--- src/rtl/mem_port_arbiter.sv ---
`default_nettype none
// ============================================================================
//  Module   : mem_port_arbiter
//  Purpose  : Shares one SRAM-like memory port between the I-cache miss path
//             and the D-cache/uncached path.
//  Revision : 1.0 - initial release
// ============================================================================
module mem_port_arbiter #(
    parameter int STARVE_MAX = 4,
    parameter int CNT_W      = 3
) (
    input  logic        clk,
    input  logic        resetn,
    input  logic        inst_req,
    input  logic [31:0] inst_addr,
    output logic [31:0] inst_rdata,
    output logic        inst_dok,
    input  logic        data_req,
    input  logic        data_wr,
    input  logic [1:0]  data_size,
    input  logic [31:0] data_addr,
    input  logic [31:0] data_wdata,
    output logic [31:0] data_rdata,
    output logic        data_dok,
    output logic        mem_req,
    output logic        mem_wr,
    output logic [1:0]  mem_size,
    output logic [31:0] mem_addr,
    output logic [31:0] mem_wdata,
    input  logic        mem_addr_ok,
    input  logic [31:0] mem_rdata,
    input  logic        mem_data_ok
);

    typedef enum logic [1:0] {
        IDLE = 2'd0,
        ADDR = 2'd1,
        DATA = 2'd2
    } state_t;

    localparam logic [CNT_W-1:0] c_starve_max = CNT_W'(STARVE_MAX);
    localparam logic             c_own_inst   = 1'b0;
    localparam logic             c_own_data   = 1'b1;

    state_t             r_state,      w_state_nxt;
    logic               r_owner,      w_owner_nxt;
    logic [CNT_W-1:0]   r_starve_cnt, w_starve_nxt;
    logic [31:0]        r_addr,       w_addr_nxt;
    logic               r_wr,         w_wr_nxt;
    logic [1:0]         r_size,       w_size_nxt;
    logic [31:0]        r_wdata,      w_wdata_nxt;

    logic               w_grant_data;

    // Data wins unless instruction has been passed over STARVE_MAX times in a row.
    assign w_grant_data = data_req & (~inst_req | (r_starve_cnt < c_starve_max));

    always_ff @(posedge clk or negedge resetn) begin
        if (!resetn) begin
            r_state      <= IDLE;
            r_owner      <= c_own_inst;
            r_starve_cnt <= '0;
            r_addr       <= '0;
            r_wr         <= 1'b0;
            r_size       <= '0;
            r_wdata      <= '0;
        end else begin
            r_state      <= w_state_nxt;
            r_owner      <= w_owner_nxt;
            r_starve_cnt <= w_starve_nxt;
            r_addr       <= w_addr_nxt;
            r_wr         <= w_wr_nxt;
            r_size       <= w_size_nxt;
            r_wdata      <= w_wdata_nxt;
        end
    end

    always_comb begin
        w_state_nxt  = r_state;
        w_owner_nxt  = r_owner;
        w_starve_nxt = r_starve_cnt;
        w_addr_nxt   = r_addr;
        w_wr_nxt     = r_wr;
        w_size_nxt   = r_size;
        w_wdata_nxt  = r_wdata;
        mem_req      = 1'b0;
        inst_dok     = 1'b0;
        data_dok     = 1'b0;

        case (r_state)
            IDLE: begin
                if (w_grant_data) begin
                    w_owner_nxt = c_own_data;
                    w_addr_nxt  = data_addr;
                    w_wr_nxt    = data_wr;
                    w_size_nxt  = data_size;
                    w_wdata_nxt = data_wdata;
                    if (!inst_req) begin
                        w_starve_nxt = '0;
                    end else if (r_starve_cnt < c_starve_max) begin
                        w_starve_nxt = r_starve_cnt + CNT_W'(1);
                    end
                    w_state_nxt = ADDR;
                end else if (inst_req) begin
                    w_owner_nxt  = c_own_inst;
                    w_addr_nxt   = inst_addr;
                    w_wr_nxt     = 1'b0;
                    w_size_nxt   = 2'd2;
                    w_wdata_nxt  = '0;
                    w_starve_nxt = '0;
                    w_state_nxt  = ADDR;
                end
            end
            ADDR: begin
                mem_req = 1'b1;
                if (mem_addr_ok) begin
                    w_state_nxt = DATA;
                end
            end
            DATA: begin
                if (mem_data_ok) begin
                    inst_dok    = (r_owner == c_own_inst);
                    data_dok    = (r_owner == c_own_data);
                    w_state_nxt = IDLE;
                end
            end
            default: begin
                w_state_nxt = IDLE;
            end
        endcase
    end

    assign mem_wr     = r_wr;
    assign mem_size   = r_size;
    assign mem_addr   = r_addr;
    assign mem_wdata  = r_wdata;
    assign inst_rdata = mem_rdata;
    assign data_rdata = mem_rdata;

endmodule
`default_nettype wire

--- config.mk ---
export PLATFORM = sky130hd
export DESIGN_NAME = mem_port_arbiter
export DESIGN_NICKNAME = d
export VERILOG_FILES = /design/src/rtl/mem_port_arbiter.sv
export SDC_FILE = /design/constraint.sdc
export NUM_CORES = 1
export LEC_CHECK = 0
export CAP_MARGIN = 30
export CORE_AREA = 2 2 105 107
export DETAILED_ROUTE_END_ITERATION = 8
export DIE_AREA = 0 0 107 109
export DONT_BUFFER_PORTS = 1
export GPL_TIMING_DRIVEN = 0
export PLACE_DENSITY_LB_ADDON = 0.08
export SYNTH_ARGS = -nofsm -noshare
export SYNTH_HDL_FRONTEND = slang
export SYNTH_SLANG_ARGS = --single-unit
--- constraint.sdc ---
create_clock -name clk -period 4.1 [get_ports clk]
set_input_delay 0.615 -clock clk [delete_from_list [all_inputs] [get_ports clk]]
set_output_delay 0.615 -clock clk [all_outputs]
set_load 0.005 [all_outputs]
; ---- Word-level counts from Yosys, hierarchy flattened
; Index checks and enable logic that the tools add are counted.
; Widths: inputs -> output; s select.
[totals]
ff_bits = 73
inputBits = 137
word_cells = 47
[op_classes]
n_addsub = 1
n_lt_le_gt_ge = 1
eq_ne = 6
mux = 23
bitwise = 4
n_reduce_logical = 5
[op_table]
columns = operator, n
row1 = $mux 32, 4
row2 = $mux 2, 6
row3 = $mux 3, 4
row4 = $mux 1, 8
row5 = $pmux 2 s3, 1
row6 = $reduce_and 3->1, 2
row7 = $ne 2x2->1 const B, 2
row8 = $add 3x1->3 const B, 1
row9 = $lt 3x3->1 const B, 1
row10 = $ne 3x2->1 const B, 1
row11 = $ne 3x3->1 const B, 1
row12 = $eq 2x1->1 const B, 1
row13 = $eq 2x2->1 const B, 1
row14 = $logic_not 2->1, 1
row15 = $not 1->1, 2
row16 = $reduce_and 2->1, 1
row17 = $reduce_bool 2->1, 1
row18 = $and 1x1->1, 1
row19 = $or 1x1->1, 1

; ---- Longest topological paths before layout
[depth]
word_depth = 5
depth_mapped = 6

; ---- Least setup slack after synthesis
; Ideal clock, no wire load.
[synth_timing]
path_kind = input port to flip-flop
startpoint = input port data_req
endpoint = register r_addr[2], in the netlist mem_addr[2]
setup_ns = 0.125
arrival_ns = 1.609
required_time_ns = 3.975
setup_slack_ns = 2.366
stages = 5
path_buffers = 2
path_cell_list = a21bo_1 buf_6 buf_12 mux2_4 mux2_4
[synth_between]
elab_chain_cells = 3
word_cells_on_any_way = 4
[synth_lines]
columns = element, line
row1 = "start, declared", 18  ; input logic data_req,
row2 = $and 1x1->1 (*), 56  ; assign w_grant_data = data_req & (~inst_req | (r_starve_cnt < c_starve_max));
row3 = $reduce_bool 2->1 (no line), n/a
row4 = $reduce_and 2->1 (no line), n/a
row5 = "end signal, assigned", 71  ; r_addr <= w_addr_nxt;
row6 = "end, declared", 48  ; logic [31:0] r_addr, w_addr_nxt;
; Every way passes the cells marked *; elsewhere a longest branch is shown, timed or not.
; A chain may end at the register's enable or synchronous reset.

; ---- Worst setup path after layout
[layout_timing]
startpoint = register r_state[0]
endpoint = output port inst_dok
[layout_between]
elab_chain_cells = 2
[layout_lines]
columns = element, line
row1 = "start, declared", 45  ; state_t r_state, w_state_nxt;
row2 = "start signal, assigned", 68  ; r_state <= w_state_nxt;
row3 = $eq 2x2->1, 90  ; case (r_state)
row4 = $mux 1, 90
row5 = "end, declared", 17  ; output logic inst_dok,
; Every way passes these cells.

==> tab_implementation.tex <==
\begin{tabular}{lr}
\hline
Metric & Value \\
\hline
\multicolumn{2}{l}{\textbf{Synth}} \\
\quad Post-synthesis cell area & 3850 µm² \\
\quad Number of flops mapped to enable cells by yosys & 0 \\
\quad Leading area contributor after synthesis & sky130\_fd\_sc\_hd\_\_dfrtp\_1 \\
\quad Leading register cell type out of synthesis & sky130\_fd\_sc\_hd\_\_dfrtp\_1 \\
\quad Cells taking the most area after synthesis & sky130\_fd\_sc\_hd\_\_dfrtp\_1 (47\%), sky130\_fd\_sc\_hd\_\_mux2\_4 (23\%), sky130\_fd\_sc\_hd\_\_buf\_4 (13\%) \\
\quad Count of mapped cells out of synthesis & 274 \\
\quad Post-synthesis net count & 412 \\
\quad Synth warn & 0 \\
\quad Seq cells post-synth & 73 \\
\quad Most frequent cell after synthesis & sky130\_fd\_sc\_hd\_\_dfrtp\_1 \\
\quad Async S/R FF share, synth & 1.00 \\
\quad Mapped Avg Cell Area & 14.0 µm² \\
\quad Area fraction of the dominant cell type after synthesis & 0.475 \\
\quad Sequential cell area fraction in the yosys report & 0.475 \\
\quad Yosys cell types & 25 \\
\quad Synth top cells by count & sky130\_fd\_sc\_hd\_\_dfrtp\_1 (73), sky130\_fd\_sc\_hd\_\_buf\_4 (69), sky130\_fd\_sc\_hd\_\_mux2\_4 (60) \\
\multicolumn{2}{l}{\textbf{Routing}} \\
\quad Total vias in the final route & 2,054 \\
\quad Remaining antenna violation count & 0 \\
\quad DRC violation count after routing & 0 \\
\quad Post-DR vias/cell & 4.77 \\
\quad Detailed Routing Iterations Pass 1 & 4 \\
\quad Avg WL per Cell & 17.8 µm \\
\quad Detailed router's first-iteration violation count & 42 \\
\quad Final Routed Wirelength & 7690 µm \\
\multicolumn{2}{l}{\textbf{Die}} \\
\quad Placeable core region & 10,600 µm² \\
\quad Initial core utilization & 0.363 \\
\quad Top Ports & 271 \\
\quad DIE AREA & 11,700 µm² \\
\quad Width of the die & 107 µm \\
\quad Num rows & 38 \\
\quad Height of the die & 109 µm \\
\multicolumn{2}{l}{\textbf{STA}} \\
\quad F\_max & 551 MHz \\
\quad Final Skew & 8.17 ps \\
\quad Setup violations, final & 0 \\
\quad Final period demand of the worst path & 1820 ps \\
\quad Sum of negative setup slack & 0 ps \\
\quad Actual transition at the worst max-transition pin & 486 ps \\
\quad Number of max-slew violations in the final report & 0 \\
\quad RSZ-0062 raised after global routing & false \\
\quad Worst slew margin relative to its limit & 0.676 \\
\quad Smallest setup slack after layout & 2280 ps \\
\quad Part of the cycle the worst path needs & 0.443 \\
\quad Endpoints failing hold & 0 \\
\multicolumn{2}{l}{\textbf{Global routing}} \\
\quad Maximum number of pins on one net before global-route repair & 74 \\
\quad Number of antenna violations at the first check in global routing & 0 \\
\quad Wire length of the first global-routing pass & 10,900 µm \\
\quad Vias in the first global route & 2,032 \\
\quad Total global routing track utilization & 0.125 \\
\quad Total global routing overflow & 0 \\
\multicolumn{2}{l}{\textbf{Clocking}} \\
\quad Number of sinks handled by clock tree synthesis & 73 \\
\quad CTS Buffer Depth & 2 \\
\quad Insertion delay of the later-clocked pin in the worst-skew pair & 340 ps \\
\quad Post-CTS repair timing setup buffer count & 0 \\
\quad CTS tree & yes \\
\quad Clock buffer count from CTS & 9 \\
\quad CTS clock-pin slew for the worst setup and hold paths & 80 ps \\
\quad H-tree lvl count & 3 \\
\quad Root buffer cell & sky130\_fd\_sc\_hd\_\_clkbuf\_8 \\
\multicolumn{2}{l}{\textbf{Critical path}} \\
\quad Reg-to-reg slack, setup & 2460 ps \\
\quad Worst path slowest cell & sky130\_fd\_sc\_hd\_\_dfrtp\_1 \\
\quad Crit-path max FO & 4 \\
\quad Kind of critical path & reg -> out \\
\quad Critical path launch point type & flop \\
\quad Crit path buffers/inverters & 0 \\
\quad Setup crit end kind & primary output \\
\quad Worst path required time & 3480 ps \\
\quad Cell family with most CP delay & simple AND/OR/NAND/NOR gates \\
\quad Beginning of the worst register-to-register path & r\_state[1]\$\_DFFE\_PN0P\_ \\
\quad Worst Reg2Reg Path Length in Cells & 5 \\
\quad Critical path data arrival time & 1200 ps \\
\quad Sequence of cells on the critical path & nor2b\_1, nand2\_1, nor2\_1 \\
\quad Longest individual stage delay on the worst path & 420 ps \\
\quad Crit Reg-Reg Endpoint & mem\_addr[20]\$\_DFFE\_PN0P\_ \\
\multicolumn{2}{l}{\textbf{Placement}} \\
\quad Sum of net half-perimeters after detailed placement & 5600 µm \\
\quad Number of buffers added on ports & 0 \\
\quad Final estimated routing congestion in global placement & 0.680 \\
\quad Setup WS pre-CTS & 2300 ps \\
\multicolumn{2}{l}{\textbf{Layout}} \\
\quad Fill cell total of the finished layout & 993 \\
\quad Synthesis-to-finish area growth & 11.4\% \\
\quad Fraction of layout cells with a size suffix above 1 & 0.546 \\
\quad Ant. Diodes & 0 \\
\quad Multi-input gate area in the final layout & 1390 µm² \\
\quad Total area of sequential cells & 1830 µm² \\
\quad Final net count & 424 \\
\multicolumn{2}{l}{\textbf{Power and ir drop}} \\
\quad Power density cells & 687 nW/µm² \\
\quad Tot Pwr & 2.95 mW \\
\quad Worst ir drop on vdd & 0.287 mV \\
\quad Leakage power & 2.12 nW \\
\multicolumn{2}{l}{\textbf{Run}} \\
\quad Max-cap check violation count & 0 \\
\multicolumn{2}{l}{\textbf{Outcome}} \\
\quad Status & completed \\
\multicolumn{2}{l}{\textbf{Worst hold path}} \\
\quad Type of the tightest min-delay check & in -> async \\
\hline
\end{tabular}
## what timing repair did
item	CTS	global route
hold buffers	1	0
gates resized for setup	0	0
endpoints found under the hold margin	73	0
## worst max path at each step
stage / startpoint / to / cells after the start
finish: r_state[0]$_DFFE_PN0P_ / inst_dok / 3
global route: r_state[1]$_DFFE_PN0P_ / inst_dok / 3
CTS: r_state[0]$_DFFE_PN0P_ / inst_dok / 3
detailed placement: data_req / mem_addr[23]$_DFFE_PN0P_ / 5
global placement: data_req / mem_addr[27]$_DFFE_PN0P_ / 5
floorplan: data_req / mem_addr[2]$_DFFE_PN0P_ / 5
## per-stage QoR
stage / area [µm²] / cells / hold WS [ps] / util
after floorplan: 3850 / 274 / 319 / -
after global placement: 4020 / 414 / 321 / 0.380
after detailed placement: 4020 / 414 / 321 / 0.380
after CTS: 4290 / 431 / 152 / 0.405
after global routing: 4290 / 431 / 156 / 0.405
final: 4290 / 431 / 136 / 0.405
## power breakdown
group	internal, mW	switching, mW
sequential	1.06	0.279
clock	0.380	0.276
combinational	0.596	0.360
total	2.03	0.915
## kinds of logic (layout without fill, tap and decap cells)
group           Yosys count  in the layout  synth area share
flops                    73             73             0.475
simple gates              9              9            0.0137
fa+ha+maj                 1              1           0.00325
mux                      65             65             0.248
buf+inv                  83            100             0.164
compound gates           43             43            0.0959
## cells in the final DEF (no fill, tap or decap), types with 2 or more instances in the layout
cell type	Yosys	layout
sky130_fd_sc_hd__buf_12	3	3
sky130_fd_sc_hd__nor2b_1	2	2
sky130_fd_sc_hd__buf_4	69	69
sky130_fd_sc_hd__buf_2	4	4
sky130_fd_sc_hd__bufinv_16	0	2
sky130_fd_sc_hd__nor2_1	2	2
sky130_fd_sc_hd__clkbuf_1	3	3
sky130_fd_sc_hd__a22o_1	36	36
sky130_fd_sc_hd__clkbuf_8	0	11
sky130_fd_sc_hd__o21ai_0	2	2
sky130_fd_sc_hd__mux2_4	60	60
sky130_fd_sc_hd__dfrtp_1	73	73
sky130_fd_sc_hd__clkinv_4	0	2
sky130_fd_sc_hd__mux2_2	4	4
sky130_fd_sc_hd__inv_1	3	3
## layer usage
metal	GRT usage	wire [µm]	vias to the layer above
met1	0.148	3010	988
met2	0.191	3680	139
li1	-	-	922
met4	0.0557	66	0
met3	0.0634	934	5
met5	0	0	-
## registers in the layout, summed over array words and instances, names as in the netlist
| register | count |
|---|---|
| mem_addr | 32 |
| mem_size | 2 |
| mem_wdata | 32 |
| mem_wr | 1 |
| r_owner | 1 |
| r_starve_cnt | 3 |
| r_state | 2 |
## cell type report
type | instances | area share
clock buffers | 11 | 0.0353
flip-flops and latches | 73 | 0.426
plain buffers | 80 | 0.145
well taps | 140 | 0.0408
clock inverters | 5 | 0.0201
multi-input cells | 118 | 0.324
repair buffers | 1 | 0.00642
inverters | 3 | 0.00263
## worst reg2reg max path, delay by kind of cell (launching register included)
family                 cells  cell delay [ps]
buffers and inverters      2              460
AND/OR/NAND/NOR            1              190
AO/OA/AOI/OAI              1              140
multiplexers               1              320
flip-flops                 1              410
No activity file was read; power rests on OpenSTA's default activity.
